<file path="src/rtl/multicycle_control_pkg.sv">
// Shared types and encodings for the RV32I multicycle controller.
// Optional feature macro: ILLEGAL_TRAP_EN (TRAP state on illegal opcodes).
package multicycle_control_pkg;

    typedef enum logic [3:0] {
        FETCH,
        DECODE,
        MEMADR,
        MEMREAD,
        MEMWB,
        MEMWRITE,
        EXECR,
        EXECI,
        ALUWB,
        JAL,
        BEQ,
        TRAP
    } state_t;

    localparam logic [6:0] OP_LW    = 7'b0000011;
    localparam logic [6:0] OP_SW    = 7'b0100011;
    localparam logic [6:0] OP_RTYPE = 7'b0110011;
    localparam logic [6:0] OP_IALU  = 7'b0010011;
    localparam logic [6:0] OP_JAL   = 7'b1101111;
    localparam logic [6:0] OP_BEQ   = 7'b1100011;

    localparam logic [2:0] ALU_ADD = 3'b000;
    localparam logic [2:0] ALU_SUB = 3'b001;
    localparam logic [2:0] ALU_AND = 3'b010;
    localparam logic [2:0] ALU_OR  = 3'b011;
    localparam logic [2:0] ALU_SLT = 3'b101;

    localparam logic [1:0] RES_ALUOUT = 2'b00;
    localparam logic [1:0] RES_RDATA  = 2'b01;
    localparam logic [1:0] RES_ALU    = 2'b10;

    localparam logic [1:0] SRCA_PC    = 2'b00;
    localparam logic [1:0] SRCA_OLDPC = 2'b01;
    localparam logic [1:0] SRCA_RS1   = 2'b10;

    localparam logic [1:0] SRCB_RS2  = 2'b00;
    localparam logic [1:0] SRCB_IMM  = 2'b01;
    localparam logic [1:0] SRCB_FOUR = 2'b10;

    localparam logic [1:0] IMM_I = 2'b00;
    localparam logic [1:0] IMM_S = 2'b01;
    localparam logic [1:0] IMM_B = 2'b10;
    localparam logic [1:0] IMM_J = 2'b11;

    localparam logic [1:0] ALUOP_ADD   = 2'b00;
    localparam logic [1:0] ALUOP_SUB   = 2'b01;
    localparam logic [1:0] ALUOP_FUNCT = 2'b10;

    // Per-state control word; strobes are gated later by inputs and reset.
    typedef struct packed {
        logic       adr_src;
        logic [1:0] result_src;
        logic [1:0] alu_src_a;
        logic [1:0] alu_src_b;
        logic [1:0] alu_op;
        logic       fetch;
        logic       pc_update;
        logic       branch;
        logic       mem_write;
        logic       reg_write;
    } ctrl_t;

    function automatic ctrl_t state_ctrl(input state_t s);
        ctrl_t c;
        c = '0;
        case (s)
            FETCH: begin
                c.alu_src_a  = SRCA_PC;
                c.alu_src_b  = SRCB_FOUR;
                c.alu_op     = ALUOP_ADD;
                c.result_src = RES_ALU;
                c.fetch      = 1'b1;
            end
            DECODE: begin
                c.alu_src_a = SRCA_OLDPC;
                c.alu_src_b = SRCB_IMM;
            end
            MEMADR: begin
                c.alu_src_a = SRCA_RS1;
                c.alu_src_b = SRCB_IMM;
            end
            MEMREAD: begin
                c.adr_src    = 1'b1;
                c.result_src = RES_ALUOUT;
            end
            MEMWB: begin
                c.result_src = RES_RDATA;
                c.reg_write  = 1'b1;
            end
            MEMWRITE: begin
                c.adr_src    = 1'b1;
                c.result_src = RES_ALUOUT;
                c.mem_write  = 1'b1;
            end
            EXECR: begin
                c.alu_src_a = SRCA_RS1;
                c.alu_src_b = SRCB_RS2;
                c.alu_op    = ALUOP_FUNCT;
            end
            EXECI: begin
                c.alu_src_a = SRCA_RS1;
                c.alu_src_b = SRCB_IMM;
                c.alu_op    = ALUOP_FUNCT;
            end
            ALUWB: begin
                c.result_src = RES_ALUOUT;
                c.reg_write  = 1'b1;
            end
            JAL: begin
                c.alu_src_a  = SRCA_OLDPC;
                c.alu_src_b  = SRCB_FOUR;
                c.result_src = RES_ALUOUT;
                c.pc_update  = 1'b1;
            end
            BEQ: begin
                c.alu_src_a  = SRCA_RS1;
                c.alu_src_b  = SRCB_RS2;
                c.alu_op     = ALUOP_SUB;
                c.result_src = RES_ALUOUT;
                c.branch     = 1'b1;
            end
            default: c = '0;
        endcase
        return c;
    endfunction

    function automatic logic [1:0] imm_sel(input logic [6:0] op);
        logic [1:0] s;
        case (op)
            OP_SW:   s = IMM_S;
            OP_BEQ:  s = IMM_B;
            OP_JAL:  s = IMM_J;
            default: s = IMM_I;
        endcase
        return s;
    endfunction

endpackage

</file>
<file path="src/rtl/multicycle_control_alu_decoder.sv">
// ALU operation decode from alu_op and the instruction funct fields.
// Subtract only for R-type funct3=000 with funct7b5 set.
module alu_decoder
    import multicycle_control_pkg::*;
(
    input  logic [1:0] alu_op,
    input  logic [2:0] funct3,
    input  logic       funct7b5,
    input  logic       op5,
    output logic [2:0] alu_control
);

    // Select fixed add/sub or the funct-driven operation
    always_comb begin
        alu_control = ALU_ADD;
        case (alu_op)
            ALUOP_ADD: alu_control = ALU_ADD;
            ALUOP_SUB: alu_control = ALU_SUB;
            default: begin
                case (funct3)
                    3'b000:  alu_control = (op5 & funct7b5) ? ALU_SUB : ALU_ADD;
                    3'b010:  alu_control = ALU_SLT;
                    3'b110:  alu_control = ALU_OR;
                    3'b111:  alu_control = ALU_AND;
                    default: alu_control = ALU_ADD;
                endcase
            end
        endcase
    end

endmodule

</file>
<file path="src/rtl/multicycle_control.sv">
// Moore control FSM for an RV32I multicycle datapath with shared memory.
// Optional feature macro: ILLEGAL_TRAP_EN (park in TRAP on illegal opcode).
module multicycle_control
    import multicycle_control_pkg::*;
(
    input  logic       clk,
    input  logic       rst,
    input  logic [6:0] op,
    input  logic [2:0] funct3,
    input  logic       funct7b5,
    input  logic       zero,
    input  logic       mem_ready,
    output logic       pc_write,
    output logic       adr_src,
    output logic       mem_write,
    output logic       ir_write,
    output logic [1:0] result_src,
    output logic [1:0] alu_src_a,
    output logic [1:0] alu_src_b,
    output logic [2:0] alu_control,
    output logic [1:0] imm_src,
    output logic       reg_write,
    output logic       illegal_instr
);

    state_t state;
    state_t state_nxt;
    ctrl_t  ctrl;
    logic   pc_update;

    // Next-state selection from current state, opcode and memory handshake
    always_comb begin
        state_nxt = state;
        case (state)
            FETCH:    if (mem_ready) state_nxt = DECODE;
            DECODE: begin
                case (op)
                    OP_LW, OP_SW: state_nxt = MEMADR;
                    OP_RTYPE:     state_nxt = EXECR;
                    OP_IALU:      state_nxt = EXECI;
                    OP_JAL:       state_nxt = JAL;
                    OP_BEQ:       state_nxt = BEQ;
                    default: begin
`ifdef ILLEGAL_TRAP_EN
                        state_nxt = TRAP;
`else
                        state_nxt = FETCH;
`endif
                    end
                endcase
            end
            MEMADR:   state_nxt = (op == OP_LW) ? MEMREAD : MEMWRITE;
            MEMREAD:  if (mem_ready) state_nxt = MEMWB;
            MEMWB:    state_nxt = FETCH;
            MEMWRITE: if (mem_ready) state_nxt = FETCH;
            EXECR:    state_nxt = ALUWB;
            EXECI:    state_nxt = ALUWB;
            ALUWB:    state_nxt = FETCH;
            JAL:      state_nxt = ALUWB;
            BEQ:      state_nxt = FETCH;
            TRAP:     state_nxt = TRAP;
            default:  state_nxt = FETCH;
        endcase
    end

    // State register with the control word registered alongside it
    always_ff @(posedge clk) begin
        if (rst) begin
            state <= FETCH;
            ctrl  <= state_ctrl(FETCH);
        end else begin
            state <= state_nxt;
            ctrl  <= state_ctrl(state_nxt);
        end
    end

`ifdef ILLEGAL_TRAP_EN
    logic trap_q;

    // Trap flag tracks entry into TRAP; cleared only by reset
    always_ff @(posedge clk) begin
        if (rst) trap_q <= 1'b0;
        else     trap_q <= (state_nxt == TRAP);
    end

    assign illegal_instr = trap_q & ~rst;
`else
    assign illegal_instr = 1'b0;
`endif

    alu_decoder u_alu_decoder (
        .alu_op      (ctrl.alu_op),
        .funct3      (funct3),
        .funct7b5    (funct7b5),
        .op5         (op[5]),
        .alu_control (alu_control)
    );

    assign pc_update  = (ctrl.fetch & mem_ready) | ctrl.pc_update;
    assign pc_write   = ~rst & (pc_update | (ctrl.branch & zero));
    assign ir_write   = ~rst & ctrl.fetch & mem_ready;
    assign mem_write  = ~rst & ctrl.mem_write;
    assign reg_write  = ~rst & ctrl.reg_write;
    assign adr_src    = ctrl.adr_src;
    assign result_src = ctrl.result_src;
    assign alu_src_a  = ctrl.alu_src_a;
    assign alu_src_b  = ctrl.alu_src_b;
    assign imm_src    = imm_sel(op);

endmodule

</file>
<file path="config.mk">
export PLATFORM = sky130hd
export DESIGN_NAME = multicycle_control
export DESIGN_NICKNAME = d
export VERILOG_FILES = /design/src/rtl/multicycle_control_pkg.sv /design/src/rtl/multicycle_control_alu_decoder.sv /design/src/rtl/multicycle_control.sv
export SDC_FILE = /design/constraint.sdc
export NUM_CORES = 1
export LEC_CHECK = 0
export ABC_AREA = 0
export BUFFER_PORTS_ARGS = -buffer_cell sky130_fd_sc_hd__buf_2
export CORE_UTILIZATION = 51
export DETAILED_ROUTE_END_ITERATION = 7
export PLACE_DENSITY = 0.81
export SYNTH_ARGS = -nofsm -noshare
export SYNTH_HDL_FRONTEND = slang
export SYNTH_SLANG_ARGS = --single-unit
</file>
<file path="constraint.sdc">
create_clock -name clk -period 4.85 [get_ports clk]
set_input_delay 0.97 -clock clk [delete_from_list [all_inputs] [get_ports clk]]
set_output_delay 0.97 -clock clk [all_outputs]
set_load 0.005 [all_outputs]
</file>
### Yosys cells after proc, flatten, opt, wreduce, memory -nomap -nowiden

Index checks and enable logic that the tools add are counted.

| storage, ports and cells | value |
|---|---|
| bits in registers | 18 |
| bits of input ports | 15 |
| output and inout bits | 17 |

| operators by class | value |
|---|---|
| equal/unequal tests | 28 |
| muxes and demuxes | 19 |
| bitwise operators | 11 |
| reductions and logical operators | 11 |

Operators by type and width:

| cell | number |
|---|---|
| case mux 4 bit (5 select lines) | 2 |
| equality test 4 x 3 -> 1 bit, second input constant | 7 |
| case mux 4 bit (7 select lines) | 1 |
| equality test 4 bit, second input constant | 5 |
| equality test 4 x 2 -> 1 bit, second input constant | 4 |
| equality test 7 x 6 -> 1 bit, second input constant | 2 |
| equality test 7 bit, second input constant | 2 |
| 2-to-1 mux 4 bit | 3 |
| case mux 3 bit (4 select lines) | 1 |
| OR reduction 2 bit | 6 |
| AND 1 bit | 8 |
| equality test 4 x 1 -> 1 bit, second input constant | 2 |
| logical NOT 4 bit | 2 |
| case mux 2 bit (2 select lines) | 2 |
| equality test 7 x 2 -> 1 bit, second input constant | 1 |
| equality test 7 x 5 -> 1 bit, second input constant | 1 |
| 2-to-1 mux 1 bit | 7 |
| equality test 3 bit, second input constant | 2 |
| case mux 2 bit (3 select lines) | 1 |
| case mux 3 bit (2 select lines) | 1 |
| equality test 3 x 2 -> 1 bit, second input constant | 1 |
| logical NOT 3 bit | 1 |
| 2-to-1 mux 3 bit | 1 |
| OR reduction 3 bit | 1 |
| 4 further kinds | 5 |

### Longest topological paths before layout

| logic depth | value |
|---|---|
| depth in word-level cells | 7 |
| mapped depth | 7 |
| gate-level depth less buffers | 5 |

### By module

A second synthesis with hierarchy kept.

| second synthesis, totals | value |
|---|---|
| cells, all modules | 110 |
| area total of the unflattened synthesis | 948.4 um2 |

Modules (own cells, without submodules):

| module | instances | cells each | area each (um2) | sequential area each (um2) |
|---|---|---|---|---|
| multicycle_control | 1 | 103 | 905.9 | 340.3 |
| alu_decoder | 1 | 7 | 42.5 | 0.0 |

### Least setup slack after synthesis

No wires, ideal clock.

| timing | value |
|---|---|
| path kind | input to register |
| from | in op[2] |
| to | reg ctrl (netlist bit alu_src_b[0]) |
| arrival | 2.423 ns |
| data required time | 4.789 ns |
| slack | 2.365 ns |
| stages on the path | 5 |
| path buffers | 0 |
| cell sequence | nor3_1 > a21boi_0 > a2111oi_2 > maj3_1 > and4b_1 |

| on the way | value |
|---|---|
| cells in the longest elaborated chain, start to end | 7 |

RTL lines:

| element | line | text |
|---|---|---|
| from (decl) | multicycle_control.sv:8 | `input logic [6:0] op,` |
| equality test 7 x 2 -> 1 bit / equality test 7 x 6 -> 1 bit (equally long branches) | multicycle_control.sv:37, multicycle_control.sv:52 |  |
| OR reduction 2 bit | multicycle_control.sv:37 | `case (op)` |
| case mux 4 bit (5 select lines) | multicycle_control.sv:37 |  |
| case mux 4 bit (7 select lines) (*) | multicycle_control.sv:34 | `case (state)` |
| equality test 4 bit (tied with other cells) | multicycle_control_pkg.sv:71 | `case (s)` |
| OR reduction 2 bit (no line) | n/a |  |
| case mux 4 bit (5 select lines) (*) | multicycle_control_pkg.sv:71 |  |
| to (signal assigned) | multicycle_control.sv:70 | `ctrl <= state_ctrl(FETCH);` |
| to (signal assigned) | multicycle_control.sv:73 | `ctrl <= state_ctrl(state_nxt);` |
| to (decl) | multicycle_control.sv:28 | `ctrl_t ctrl;` |

Mark *: on every way between the ends. The rest lies on a longest branch, timed or not.
A chain may end at the register's enable or synchronous reset.

### Final worst setup path

| timing | value |
|---|---|
| from | in op[2] |
| to | out imm_src[0] |

| on the way | value |
|---|---|
| cells in the longest elaborated chain, start to end | 2 |

RTL lines:

| element | line | text |
|---|---|---|
| equality test 7 bit / equality test 7 x 6 -> 1 bit (equally long branches) | multicycle_control_pkg.sv:134 | `case (op)` |
| case mux 2 bit (3 select lines) (*) | multicycle_control_pkg.sv:134 |  |
| to (decl) | multicycle_control.sv:21 | `output logic [1:0] imm_src,` |

Marked as above.

==> out/qor.csv <==
stage,metric,value,unit
yosys,Synth Register Bits,17,
worst_hold_path,Worst Hold Depth,3,
drt,via count,864,
die,Die W,45.5,um
run,Max-Cap Viols,0,
yosys,Mapped Nets,125,
drt,"antenna viol nets, final",0,
die,chip height,45.5,um
worst_hold_path,hold worst-path end,ctrl[3],
yosys,Main synth FF type,dfxtp_1,
critical_path,Worst R2R Setup Slack,2.71,ns
sta,final period utilization,56.0,%
worst_hold_path,hold_sp,state[0],
drt,initial drt markers,26,
power,pwr dens,231,nW/um^2
cts,TritonCTS clock tree,done,
worst_hold_path,Worst Hold Class,reg2reg,
critical_path,Worst Path Arrival,1.75,ns
final_layout,Reg area,340,sq um
final_layout,Nets,148,
sta,Final Setup Violations,0,
power,Peak VDD IR,0.170,mV
yosys,Synth Instances,110,
cts,CTS Buf Count,3,
die,core footprint,1750,sq um
global_route,GRT overflow,0,
final_layout,Multi-input gate area,520,sq um
drt,Avg Vias per Cell,5.50,
die,Die Area,2070,sq um
outcome,outcome,"complete, no violations",
cts,"Setup Fix Bufs, Post-CTS",0,
cts,CTS sink cnt,17,
yosys,library cells used by synthesis,44,
final_layout,Layout Area Growth over Synthesis,12.5,%
place,PortBufs,30,
sta,count of pins over their slew limit,0,
die,Initial Util,55.3,%
critical_path,CP Class,in2out,
die,Rows,15,
critical_path,R2R depth,5,
final_layout,utilization after layout,62.2,%
power,Leakage,0.497,nW
place,GP Congestion,0.824,
yosys,Synth top area share,35.3,%
global_route,first-pass GRT wire length,2900,um
sta,final hold vios,0,
yosys,Synth area leader,dfxtp_1,
drt,DRC violations left,0,
global_route,overall routing resource usage,19.5,%
critical_path,Crit. End Element,primary output,
yosys,Mapped Area,965,sq um
cts,Post-CTS Resized,0,
sta,Least-Margin Pin Slew,0.782,ns
global_route,initial antenna violation count,0,
drt,drt wl/cell,12.2,um
global_route,pin count of the biggest net entering global routing,16,
cts,clock transition at the registers of the reported paths,0.09,ns
yosys,sequential element share of the synthesized area,35.3,%
cts,root buf cell,clkbuf_4,
die,IO Pins,32,
yosys,Async SR Flop Fraction,0,%
critical_path,worst reg2reg path startpoint,state[1],
cts,clock tree buffer depth,2,
final_layout,Fillers,161,
final_layout,diodes inserted,0,
cts,maximum level of the CTS H-tree,1,
sta,setup skew after layout,0.00163,ns
yosys,Synth Area per Inst,8.77,sq um
critical_path,worst-path fanout max,5,
critical_path,Required @ worst endpoint,3.88,ns
yosys,Synth area leaders,"dfxtp_1 35%, buf_4 5.4%, nor2_1 3.5%",
critical_path,FF-to-FF End,alu_src_b[0],
yosys,"EDFF count, synth",0,
global_route,vias in the first global route,716,
sta,"Min Clock Period, post-route",2.72,ns
sta,Max Clock Freq,0.368,GHz
drt,1st-pass router iterations,4,
yosys,Yosys warning total,0,
sta,setup TNS,0,ns
sta,max_slew headroom,47.8,%
final_layout,layout cells sized above 1,32.6,%
sta,hold_ws,0.817,ns
place,Final HPWL DP,1520,um
critical_path,Startpoint Class,input port,
cts,worst skew pair latency,0.29,ns
drt,drt total wl,1920,um
sta,RSZ-0062 raised after global routing,no,
cts,hold_buf cts,0,
per-stage QoR:
stage | cells | instance area [sq um] | setup WS (ns) | power, W
after global placement | 153 | 1060 | 2.10 | 0.000179
after global routing | 157 | 1080 | 2.10 | 0.000262
after detailed placement | 153 | 1060 | 2.01 | 0.000180
after floorplan | 110 | 965 | 2.37 | 0.000169
after CTS | 157 | 1080 | 2.14 | 0.000252
final | 157 | 1080 | 2.13 | 0.000250
flip-flops by register name (all words and copies together), names as in the netlist:
register	count
ctrl	6
state	4
alu_src_a	2
alu_src_b	2
result_src	2
adr_src	1
cell type report:
| cell class | count | share of cell area [%] |
|---|---|---|
| repair buffers | 30 | 13.8 |
| flip-flops and latches | 17 | 31.4 |
| multi-input cells | 77 | 48.0 |
| clock buffers | 3 | 2.08 |
| clock inverters | 1 | 0.461 |
| inverters | 4 | 1.38 |
| well taps | 25 | 2.88 |
cell families after synthesis:
| logic type | share of synthesized area (%) |
|---|---|
| AO/OA/AOI/OAI | 12.7 |
| XOR/XNOR | 0.908 |
| adder cells (fa/ha/maj) | 1.04 |
| buffers and inverters | 10.8 |
| flip-flops | 35.3 |
| multiplexers | 1.17 |
| other | 0.389 |
| AND/OR/NAND/NOR | 37.7 |
synth_stat cells, types with 2 or more instances:
library cell,count
nand4_1,3
nor2b_1,5
a41o_1,2
nand2_1,3
buf_2,2
or3_1,2
nand2b_1,5
or2_2,2
a211oi_1,2
nand3_1,3
and3b_1,3
o21ai_0,2
nor4b_1,3
inv_1,4
a21oi_1,3
nor3_1,6
nor2_1,9
buf_4,7
nor4_1,2
buf_6,2
dfxtp_1,17
cell usage in the layout, fill, tap and decap left out, types with 2 or more instances in the layout:
cell type,instances
nor2_1,9
a211oi_1,2
nor4b_1,3
or3_1,2
inv_1,4
nor2b_1,5
nor3_1,6
nor4_1,2
nand3_1,3
nand4_1,3
buf_2,30
o21ai_0,2
a41o_1,2
nand2b_1,5
nand2_1,3
clkbuf_4,3
dfxtp_1,17
and3b_1,3
a21oi_1,3
or2_2,2
worst max-delay path by stage:
stage | from | end | cells after the start
after floorplan | op[2] | alu_src_b[0] | 5
after global placement | op[2] | alu_src_b[0] | 6
after detailed placement | op[2] | alu_src_b[0] | 6
after CTS | op[2] | imm_src[0] | 4
after global routing | op[2] | imm_src[0] | 4
final | op[2] | imm_src[0] | 4
critical path, cell delays in order:
cell     delay [ns]
buf_2          0.13
or3_1          0.39
a21oi_1        0.13
buf_2          0.12
routing by layer:
| metal | up-vias | part of all wire, % | wire [um] | global-route usage, % |
|---|---|---|---|---|
| met5 | - | 0 | 0 | 0 |
| met4 | 0 | 1.6 | 31 | 6.67 |
| met3 | 4 | 5.6 | 107 | 5.95 |
| met2 | 24 | 50 | 957 | 34.6 |
| met1 | 400 | 43 | 820 | 21.8 |
| li1 | 436 | - | - | - |
where the power goes:
group	switching [W]	internal, W	leakage [nW]
clock	0.0000424	0.0000307	0.0177
combinational	0.0000173	0.0000155	0.341
sequential	0.00000157	0.000143	0.138
(Power assumes the default switching activity.)
